## src/rtl/half_adder_txn_sequencer.sv

```systemverilog
// Request sequencer for the HLS half_adder core: buffers operand pairs, runs one
// ap_ctrl_hs transaction at a time, and holds each result on a valid/ready output.
module half_adder_txn_sequencer #(
  parameter int unsigned W           = 1,
  parameter int unsigned DEPTH       = 4,
  parameter int unsigned TIMEOUT_CYC = 64,
  parameter int unsigned CNT_W       = 16
) (
  input  logic             clock,
  input  logic             reset,
  input  logic             in_valid,
  output logic             in_ready,
  input  logic [W-1:0]     in_a,
  input  logic [W-1:0]     in_b,
  output logic             ap_start,
  input  logic             ap_ready,
  input  logic             ap_done,
  output logic [W-1:0]     ha_a,
  output logic [W-1:0]     ha_b,
  input  logic [W-1:0]     ha_sum,
  input  logic             ha_carry,
  output logic             out_valid,
  input  logic             out_ready,
  output logic [W-1:0]     out_sum,
  output logic             out_carry,
  output logic [CNT_W-1:0] txn_count,
  output logic             timeout_err,
  output logic             busy
);

  localparam int unsigned AW = $clog2(DEPTH);
  localparam int unsigned TW = $clog2(TIMEOUT_CYC + 1);
  localparam logic [AW:0]   FULL_CNT = DEPTH[AW:0];
  localparam logic [TW-1:0] TMO_LAST = TW'(TIMEOUT_CYC - 1);

  typedef enum logic [1:0] {IDLE, START, WAIT, HOLD} state_e;

  state_e           state_q, state_d;
  logic [TW-1:0]    tcnt_q, tcnt_d;
  logic [W-1:0]     mem_a_q [DEPTH];
  logic [W-1:0]     mem_b_q [DEPTH];
  logic [AW-1:0]    wr_ptr_q, rd_ptr_q;
  logic [AW:0]      cnt_q;
  logic [W-1:0]     ha_a_q, ha_b_q, sum_q;
  logic             carry_q, terr_q;
  logic [CNT_W-1:0] txn_q;
  logic             push, pop, capture, abort, txn_inc;

  assign in_ready    = (cnt_q != FULL_CNT);
  assign push        = in_valid & in_ready;
  assign pop         = (state_q == IDLE) && (cnt_q != '0);
  assign ap_start    = (state_q == START);
  assign out_valid   = (state_q == HOLD);
  assign busy        = (cnt_q != '0) || (state_q != IDLE);
  assign ha_a        = ha_a_q;
  assign ha_b        = ha_b_q;
  assign out_sum     = sum_q;
  assign out_carry   = carry_q;
  assign txn_count   = txn_q;
  assign timeout_err = terr_q;

  // Completion takes priority over the timeout on the same cycle; ap_done in
  // START implies the core also took the inputs.
  always_comb begin
    state_d = state_q;
    tcnt_d  = tcnt_q;
    capture = 1'b0;
    abort   = 1'b0;
    txn_inc = 1'b0;
    case (state_q)
      IDLE: begin
        if (cnt_q != '0) begin
          state_d = START;
          tcnt_d  = '0;
        end
      end
      START, WAIT: begin
        if (ap_done) begin
          capture = 1'b1;
          state_d = HOLD;
        end else if (tcnt_q == TMO_LAST) begin
          abort   = 1'b1;
          state_d = IDLE;
        end else begin
          tcnt_d = tcnt_q + 1'b1;
          if ((state_q == START) && ap_ready) state_d = WAIT;
        end
      end
      HOLD: begin
        if (out_ready) begin
          txn_inc = 1'b1;
          state_d = IDLE;
        end
      end
      default: state_d = IDLE;
    endcase
  end

  always_ff @(posedge clock) begin
    if (push) begin
      mem_a_q[wr_ptr_q] <= in_a;
      mem_b_q[wr_ptr_q] <= in_b;
    end
  end

  always_ff @(posedge clock) begin
    if (reset) begin
      state_q  <= IDLE;
      tcnt_q   <= '0;
      wr_ptr_q <= '0;
      rd_ptr_q <= '0;
      cnt_q    <= '0;
      ha_a_q   <= '0;
      ha_b_q   <= '0;
      sum_q    <= '0;
      carry_q  <= 1'b0;
      txn_q    <= '0;
      terr_q   <= 1'b0;
    end else begin
      state_q <= state_d;
      tcnt_q  <= tcnt_d;
      if (push) wr_ptr_q <= wr_ptr_q + 1'b1;
      if (pop) begin
        rd_ptr_q <= rd_ptr_q + 1'b1;
        ha_a_q   <= mem_a_q[rd_ptr_q];
        ha_b_q   <= mem_b_q[rd_ptr_q];
      end
      if (push && !pop)      cnt_q <= cnt_q + 1'b1;
      else if (pop && !push) cnt_q <= cnt_q - 1'b1;
      if (capture) begin
        sum_q   <= ha_sum;
        carry_q <= ha_carry;
      end
      if (txn_inc) txn_q  <= txn_q + 1'b1;
      if (abort)   terr_q <= 1'b1;
    end
  end

endmodule

```

## config.mk

```make
export PLATFORM = sky130hd
export DESIGN_NAME = half_adder_txn_sequencer
export DESIGN_NICKNAME = d
export VERILOG_FILES = /design/src/rtl/half_adder_txn_sequencer.sv
export SDC_FILE = /design/constraint.sdc
export NUM_CORES = 1
export LEC_CHECK = 0
export BUFFER_PORTS_ARGS = -buffer_cell sky130_fd_sc_hd__buf_2
export CORE_MARGIN = 5
export CORE_UTILIZATION = 30
export CTS_BUF_LIST = sky130_fd_sc_hd__clkbuf_16
export DETAILED_ROUTE_END_ITERATION = 7
export PLACE_DENSITY = 0.59
export REMOVE_ABC_BUFFERS = 1
export SETUP_SLACK_MARGIN = 0.02
export SLEW_MARGIN = 20
export SYNTH_ARGS = -nofsm -noshare
export SYNTH_HDL_FRONTEND = slang
export SYNTH_SLANG_ARGS = --single-unit
export TNS_END_PERCENT = 50
```

## constraint.sdc

```tcl
create_clock -name clock -period 2.8 [get_ports clock]
set_clock_uncertainty 0.15 [all_clocks]
set_input_delay 0.28 -clock clock [delete_from_list [all_inputs] [get_ports clock]]
set_output_delay 0.28 -clock clock [all_outputs]
set_load 0.01 [all_outputs]
```

# After elaboration in Yosys (flattened, before gate mapping)
# Memory sizes are Yosys's and may differ from the RTL's. A register that Yosys moved wholly into a read port is not among the register bits.
# Index checks and enable logic that the tools add are counted.
dict set report word_totals {
  reg_bits 35
  ram_bits 8
  rom_bits 0
  mem_count 2
  latchBits 0
}
dict set report op_classes {
  n_reduce_logical 15
  n_lt_le_gt_ge 0
  n_div 0
  mul 0
  n_addsub 6
  bitwise 1
  n_eq_ne 10
  shifts 0
  muxes 21
}
# memory words width rd rd_clocked_by_memory_dff wr line
set memory_table {}
lappend memory_table {mem_a_q 4 1 1 1 1 40} ;# logic [W-1:0] mem_a_q [DEPTH];
lappend memory_table {mem_b_q 4 1 1 1 1 41} ;# logic [W-1:0] mem_b_q [DEPTH];
# operator count
set op_table {}
lappend op_table {{$mux 7} 3}
lappend op_table {{$add 16x1->16 const B} 1}
lappend op_table {{$pmux 7 s2} 1}
lappend op_table {{$mux 2} 5}
lappend op_table {{$mux 1} 9}
lappend op_table {{$add 7x1->7 const B} 1}
lappend op_table {{$eq 7x6->1 const B} 1}
lappend op_table {{$mux 3} 2}
lappend op_table {{$pmux 2 s3} 1}
lappend op_table {{$reduce_bool 2->1} 3}
lappend op_table {{$add 2x1->2 const B} 2}
lappend op_table {{$eq 2x2->1 const B} 2}
lappend op_table {{$logic_and 1x1->1} 4}
lappend op_table {{$ne 2x1->1 const B} 2}
lappend op_table {{$ne 2x2->1 const B} 2}
lappend op_table {{$ne 4x4->1 const B} 1}
lappend op_table {{$reduce_and 4->1} 1}
lappend op_table {{$add 3x1->3 const B} 1}
lappend op_table {{$ne 3x3->1 const B} 1}
lappend op_table {{$reduce_and 3->1} 1}
lappend op_table {{$reduce_bool 3->1} 1}
lappend op_table {{$sub 3x1->3 const B} 1}
lappend op_table {{$eq 2x1->1 const B} 1}
lappend op_table {{$logic_not 1->1} 2}
lappend op_table {{4 further kinds} 4}

# Logic depth before layout (Yosys ltp)
# Gate-level depths: netlist (run 1).
dict set report logic_depth {
  ltp_word 6
  ltp_mapped 9
  mapped_depth_nobuf 9
}

# Worst setup path after synthesis (run 1)
# Ideal clock, no wire load.
dict set report synth_path {
  kind {reg2reg}
  from {register cnt_q[0]}
  to {register cnt_q[2]}
  stages_incl_launch_ff 9
  arrival_ns 2.101
  path_buffers 0
  synth_period_minus_slack_ns 2.322
  setup_time_ns 0.071
  setup_slack_ns 0.478
  path_cell_list {dfxtp_1 -> nor2_1 -> a21boi_1 -> ha_1 -> inv_1 -> fa_1 -> xor2_1 -> or3_1 -> a21oi_1}
}
dict set report synth_via {
  elab_chain_len 5
  elab_cells_between_ends 13
  cone_classes {2 x add/sub; 1 x eq/ne; 2 x mux; 1 x bitwise; 7 x reduce/logical}
}
# element line
set synth_rtl {}
lappend synth_rtl {{start, declared} 43} ;# logic [AW:0] cnt_q;
lappend synth_rtl {{start signal, assigned} 128} ;# if (push && !pop) cnt_q <= cnt_q + 1'b1;
lappend synth_rtl {{start signal, assigned} 129} ;# else if (pop && !push) cnt_q <= cnt_q - 1'b1;
lappend synth_rtl {{$ne 3x3->1 (*)} 49} ;# assign in_ready = (cnt_q != FULL_CNT);
lappend synth_rtl {{$and 1x1->1 (*)} 50} ;# assign push = in_valid & in_ready;
lappend synth_rtl {{named net push} 47} ;# logic push, pop, capture, abort, txn_inc;
lappend synth_rtl {{$logic_not 1->1} 129}
lappend synth_rtl {{$logic_and 1x1->1} 129}
lappend synth_rtl {{$reduce_bool 2->1 (no line)} --}
# Mark *: on every way through the listed nets, which the timed path passes. The rest lies on a longest branch. The select of a mux whose other input is x is not followed.
# A chain may end at the register's enable or synchronous reset.

# Worst setup path after layout (run 1)
dict set report layout_path {
  from {register cnt_q[0]}
  to {register cnt_q[2]}
}
dict set report layout_via {
  elab_chain_len 5
  elab_cells_between_ends 13
  cone_classes {2 x add/sub; 1 x eq/ne; 2 x mux; 1 x bitwise; 7 x reduce/logical}
}
# element
set layout_rtl {}
lappend layout_rtl {{parallel branches: the longest is 5 deep, another holds $sub 3x1->3}}
# Several ways; the timed one is not identified. The select of a mux whose other input is x is not followed.

==> results.toml, run 1 <==
[worst_setup_path]
cp.arrival_ns = 2.48
crit_path_max_fanout = 5
critPathKind = "register to register"
cpPeakStageDelay_ns = 0.51
required_ns = 2.86
startpoint_type = "register"
worstPathCellList = "o31ai_2 > ha_1 > inv_1 > fa_1 > xor2_1 > or3_1 > a21oi_1"
crit_path_end_kind = "register"
crit_slowest_cell = "o31ai_2"

[logic_synthesis]
synth-simple-area-share_pct = 21.0
ys_types = 42
synth_area_mm2 = 0.00215
avgSynthCellArea_um2 = 9.85
synth_compound_area_share_pct = 10.4
ys_warn_count = 0
synthAdderAreaFrac_pct = 7.34
syn_inst = 218
async_reset_ff_share_pct = 0
ys_ff_latch = 45
synth_edf_count = 8
yosysSeqAreaShare_pct = 45.7
synth_top_family_by_area = "simple AND/OR/NAND/NOR gates"
synth_ff_type = "dfxtp_1"
synth_xor_xnor_area_share_pct = 5.71
synthMuxAreaShare_pct = 6.99

[timing]
fin_tns_setup_ns = 0
rsz0062_at_grt = "false"
setup_viol_count_final = 0
relSlewSlack_pct = 66.7
final.min_clock_period_ns = 2.42
worstMarginPinSlew_ns = 0.496
final_hold_viol_count = 0
final_max_slew_viol_count = 0
max_freq_mhz = 413
finalCritPeriodShare_pct = 86.4

[finish]
diodes = 0
fillers = 711
area_delta_synth_final_pct = 21.0
final_nets = 278
layoutNonFillerInstCount = 353
utilization_pct = 37.8
final_area_mm2 = 0.00260
drive_above_1_share_pct = 21.8

[place]
dp.cells = 345
gp_congestion = 0.777
io_buffers = 34
place_area_mm2 = 0.00243
dp_hpwl_um = 3230

[power]
ir_drop_uv = 313
leakage_nw = 1.05
pwr-share-clk_pct = 28.8
power_switching_mw = 0.725
pwr-share-comb_pct = 34.1
p_int_mw = 1.51
p_seq_share_pct = 37.1
finalPower_mw = 2.23
powerDensity_mw_per_mm2 = 860
swShare_pct = 32.5

[clock_network]
clock-root-buffer = "clkbuf_16"
cts.clk_slew.worst_paths_ns = 0.06
cts_buffers = 5
clkSinkCount = 45
post_cts_resized = 0
insertion_delay_ns = 0.28
cts_tree = "built"
clockBufferDepth = 2
cts-htree-levels = 2
cts_hold_buf = 0
postCtsSetupBuffers = 0

[global_route]
grt-ovfl-total = 0
grt_pass1_wl_um = 7580
antenna_found_initial = 0
grt_usage_pct = 10.5
grt_pass1_vias = 1569
grt_max_degree = 24

[drt]
drt_iter0_markers = 50
drtAntennaViolNets = 0
wl_um = 4370
dr.pass1.iters = 4
drc = 0
viasPerCell = 4.68
vias = 1653
routedWlPerCell_um = 12.4

[floorplanning]
die_area_mm2 = 0.00895
die_y_um = 94.6
num_rows = 30
num_io_pins = 35
die_w_um = 94.6
core_area_mm2 = 0.00687
initial_utilization_pct = 31.3

[worst_hold_path]
hp-class = "input pin to register"

[outcome]
run_status = "finished clean"

[flow_run]
cap_viol_max_count = 0
-- cell type report --
| type | instances | area, um^2 | share of cell area, % |
|---|---|---|---|
| Clock buffer | 5 | 125 | 4.82 |
| Clock inverter | 3 | 38.8 | 1.49 |
| Tap cell | 96 | 120 | 4.62 |
| Multi-Input combinational cell | 157 | 1110 | 42.6 |
| Sequential cell | 45 | 981 | 37.8 |
| Inverter | 11 | 41.3 | 1.59 |
| Timing Repair Buffer | 36 | 185 | 7.13 |
-- worst paths after layout --
path,endpoint,start,cells after the start,slack (ns)
max,cnt_q[2],cnt_q[0],7,0.38
min,mem_b_q[3],in_b,1,0.07
max reg2reg,cnt_q[2],cnt_q[0],7,0.38
min reg2reg,tcnt_q[6],tcnt_q[6],2,0.28
-- power groups by stage --
stage | registers (mW) | clock network, mW | logic, mW
final | 0.828 | 0.644 | 0.761
after global routing | 0.845 | 0.693 | 0.860
after CTS | 0.829 | 0.662 | 0.769
after detailed placement | 0.842 | 0 | 0.762
after global placement | 0.837 | 0 | 0.760
after floorplan | 0.832 | 0 | 0.583
-- per-layer routing --
layer  track usage (%)  part of all wire, %  vias up  wire [um]
met5                 0                    0        -          0
met4              2.16                 0.39        0         17
met3              3.35                  5.1        2        223
met2              16.1                   46       30       1990
met1              14.5                   49      774       2130
li1                  -                    -      847          -
-- registers in the layout, summed over array words and instances (netlist names) --
name and cells:
timeout_err 1, txn_count 16, cnt_q 3, tcnt_q 7
rd_ptr_q 2, state_q 2, mem_a_q 4, out_sum 1
mem_b_q 4, ha_a 1, wr_ptr_q 2, ha_b 1
out_carry 1
-- stage by stage --
step	hold WS (ns)	worst slack, ns
after CTS	0.0622	0.366
final	0.0671	0.381
after detailed placement	0.277	0.376
after global routing	0.0714	0.222
after global placement	0.272	0.417
after floorplan	0.199	0.479
-- worst max-delay path: cells and delay by family, from the launching register on --
family / cells / cell delay [ns]
flops: 1 / 0.38
xor+xnor: 1 / 0.17
compound gates: 2 / 0.64
simple gates: 1 / 0.30
fa+ha+maj: 2 / 0.65
buf+inv: 1 / 0.06
-- cell usage after synthesis (2+ instances only) --
library cell  count  share of area (%)
nor3_1            5                1.2
a41oi_1           2               0.82
and4_1            2               0.82
mux2i_1           6                2.8
mux2_2            4                2.1
ha_1             11                6.4
nand3_1           8                1.9
a21oi_1          12                2.8
nand4_1           4                1.2
xnor2_1           8                3.3
nor2b_1           4                1.2
or3_1             3               0.87
a211oi_1          2               0.70
nor4_1            4                1.2
o211ai_1          3                1.0
mux4_2            2                2.1
o21ai_0           5                1.2
edfxtp_1          8                 11
nand2_1          17                3.0
dfxtp_1          37                 34
xor2_1            6                2.4
nor3b_1           2               0.70
nor2_1           26                4.5
clkbuf_1          4               0.70
inv_1            11                1.9
and2_1            5                1.5
a32o_1            2               0.93
-- kinds of logic after synthesis --
| group | after synthesis |
|---|---|
| AOI/OAI and AO/OA | 32 |
| xor gates and xnor gates | 14 |
| adders and majority gates | 12 |
| buffers and inverters | 16 |
| DFF | 45 |
| muxes | 12 |
| and+or+nand+nor | 87 |
-- cells in the final DEF, fill, tap and decap left out, types with 2 or more instances in the layout --
cell type | synthesis | routed
xnor2_1 | 8 | 8
buf_2 | 0 | 34
mux4_2 | 2 | 2
mux2_2 | 4 | 4
nor3b_1 | 2 | 2
dfxtp_1 | 37 | 37
a32o_1 | 2 | 2
o211ai_1 | 3 | 3
nor2_1 | 26 | 26
or3_1 | 3 | 3
a41oi_1 | 2 | 2
nor2b_1 | 4 | 4
inv_1 | 11 | 12
nand4_1 | 4 | 4
nand3_1 | 8 | 8
and4_1 | 2 | 2
nand2_1 | 17 | 17
a21oi_1 | 12 | 12
nor4_1 | 4 | 4
and2_1 | 5 | 5
clkbuf_16 | 0 | 5
o21ai_0 | 5 | 5
ha_1 | 11 | 11
edfxtp_1 | 8 | 8
buf_4 | 0 | 2
a211oi_1 | 2 | 2
xor2_1 | 6 | 6
nor3_1 | 5 | 5
mux2i_1 | 6 | 6
Power figures use the tool's default switching activity.
==> inputs of run 2 (changes only) <==
- BUFFER_PORTS_ARGS: -buffer_cell sky130_fd_sc_hd__buf_2 -> -buffer_cell sky130_fd_sc_hd__buf_4
==> results.toml, run 2 (synthesis results as in run 1) <==
[worst_setup_path]
crit_buf_inv = 2
rr_endpoint = "cnt_q[2]"
worstPathCellList = "inv_1 > ha_1 > o31ai_2 > ha_1 > inv_1 > fa_1 > xor2_1 > or3_1 > a21oi_1"
ff2ff_setup_slack_ns = 0.38
required_ns = 2.87
r2r-start = "state_q[0]"
cpPeakStageDelay_ns = 0.38
crit_path_max_fanout = 5
crit_path_end_kind = "register"
rr_worst_depth = 9
path_delay_family = "adder cells"
critPathKind = "register to register"
cp.arrival_ns = 2.49
crit_slowest_cell = "dfxtp_1"
startpoint_type = "register"

[place]
gp_congestion = 0.768
preCtsSetupSlack_ns = 0.385
io_buffers = 34
dp_hpwl_um = 3140

[timing]
final.min_clock_period_ns = 2.42
fin_tns_setup_ns = 0
setup_viol_count_final = 0
final_max_slew_viol_count = 0
worstMarginPinSlew_ns = 0.475
max_freq_mhz = 412
final_hold_viol_count = 0
rsz0062_at_grt = "false"
fin_ws_ns = 0.376
finalCritPeriodShare_pct = 86.6
relSlewSlack_pct = 68.1

[drt]
drtAntennaViolNets = 0
wl_um = 4370
viasPerCell = 4.68
drc = 0
routedWlPerCell_um = 12.4
vias = 1647
dr.pass1.iters = 4
drt_iter0_markers = 71

[clock_network]
cts_tree = "built"
clkSinkCount = 45
cts-htree-levels = 2
postCtsSetupBuffers = 0
cts_hold_buf = 0
clock-root-buffer = "clkbuf_16"
cts.clk_slew.worst_paths_ns = 0.06
cts_buffers = 5
post_cts_resized = 0
clockBufferDepth = 2
insertion_delay_ns = 0.28

[floorplanning]
initial_utilization_pct = 31.3
num_rows = 30
die_y_um = 94.6
num_io_pins = 35
die_area_mm2 = 0.00895
die_w_um = 94.6
core_area_mm2 = 0.00687

[power]
leakage_nw = 1.05
finalPower_mw = 2.27
ir_drop_uv = 418
powerDensity_mw_per_mm2 = 849

[finish]
fillers = 714
area_delta_synth_final_pct = 24.5
layout_commonest_cell = "dfxtp_1"
largest_reg_flops = 16
final_nets = 277
drive_above_1_share_pct = 21.1
mostFrequentLayoutCells = "37 x dfxtp_1, 35 x buf_4, 26 x nor2_1, 17 x nand2_1"
diodes = 0

[flow_run]
cap_viol_max_count = 0

[global_route]
grt_pass1_wl_um = 7420
grt-ovfl-total = 0
antenna_found_initial = 0
grt_pass1_vias = 1605
grt_usage_pct = 10.5
grt_max_degree = 40

[outcome]
run_status = "finished clean"

[worst_hold_path]
hold_end = "mem_a_q[0]"
hold_path_startpoint = "in_a"
hold_depth = 1
hp-class = "input pin to register"
==> run 2: cell count changes in the layout (fill, tap and decap cells not counted), sizes merged <==
cell	before	now
buf	36	35
==> run 2: cell type report <==
cell class / count / area [um^2] / share of cell area, %
clock inverter: 3 / 37.5 / 1.40
sequential: 45 / 981 / 36.7
multi-input combinational: 157 / 1110 / 41.4
clock buffer: 5 / 125 / 4.68
inverter: 11 / 41.3 / 1.54
tap: 96 / 120 / 4.49
timing repair buffer: 35 / 263 / 9.83
==> run 2: worst reg2reg max path, stage by stage, from the launching register on <==
cell and delay (ns):
dfxtp_1 0.38, inv_1 0.08, ha_1 0.27, o31ai_2 0.16, ha_1 0.28, inv_1 0.06
fa_1 0.37, xor2_1 0.18, or3_1 0.30, a21oi_1 0.14
==> run 2: report_power, final <==
| part | switching, mW | total, mW | internal [mW] | leakage (nW) |
|---|---|---|---|---|
| logic | 0.418 | 0.792 | 0.373 | 0.595 |
| clock network | 0.237 | 0.652 | 0.415 | 0.0826 |
| registers | 0.0829 | 0.828 | 0.745 | 0.374 |
==> run 2: worst max-delay path by stage <==
stage	slack, ns	end	cells past startpoint	from
2_1_floorplan	0.48	cnt_q[2]	8	cnt_q[0]
3_3_place_gp	0.42	cnt_q[2]	7	cnt_q[0]
3_5_place_dp	0.39	cnt_q[2]	9	state_q[0]
4_1_cts	0.37	cnt_q[2]	9	state_q[0]
5_1_grt	0.15	cnt_q[2]	9	state_q[0]
6_report	0.38	cnt_q[2]	9	state_q[0]
==> run 2: per-layer routing <==
metal  wire (um)  track usage (%)  share of wire (%)  vias to the layer above
met5           0                0                  0                        -
met4          59             4.81                1.4                        0
met3         253             3.75                5.8                        4
met2        1990             16.7                 46                       43
met1        2060             12.8                 47                      756
li1            -                -                  -                      844
==> run 2: per-stage QoR <==
step	util (%)	area (um^2)	hold slack [ns]	cells
6_report	38.9	2670	0.0466	352
5_1_grt	38.9	2670	0.0357	352
4_1_cts	38.9	2670	0.0407	352
3_5_place_dp	36.6	2510	0.286	344
3_3_place_gp	36.6	2510	0.271	344
2_1_floorplan	-	2130	0.199	213
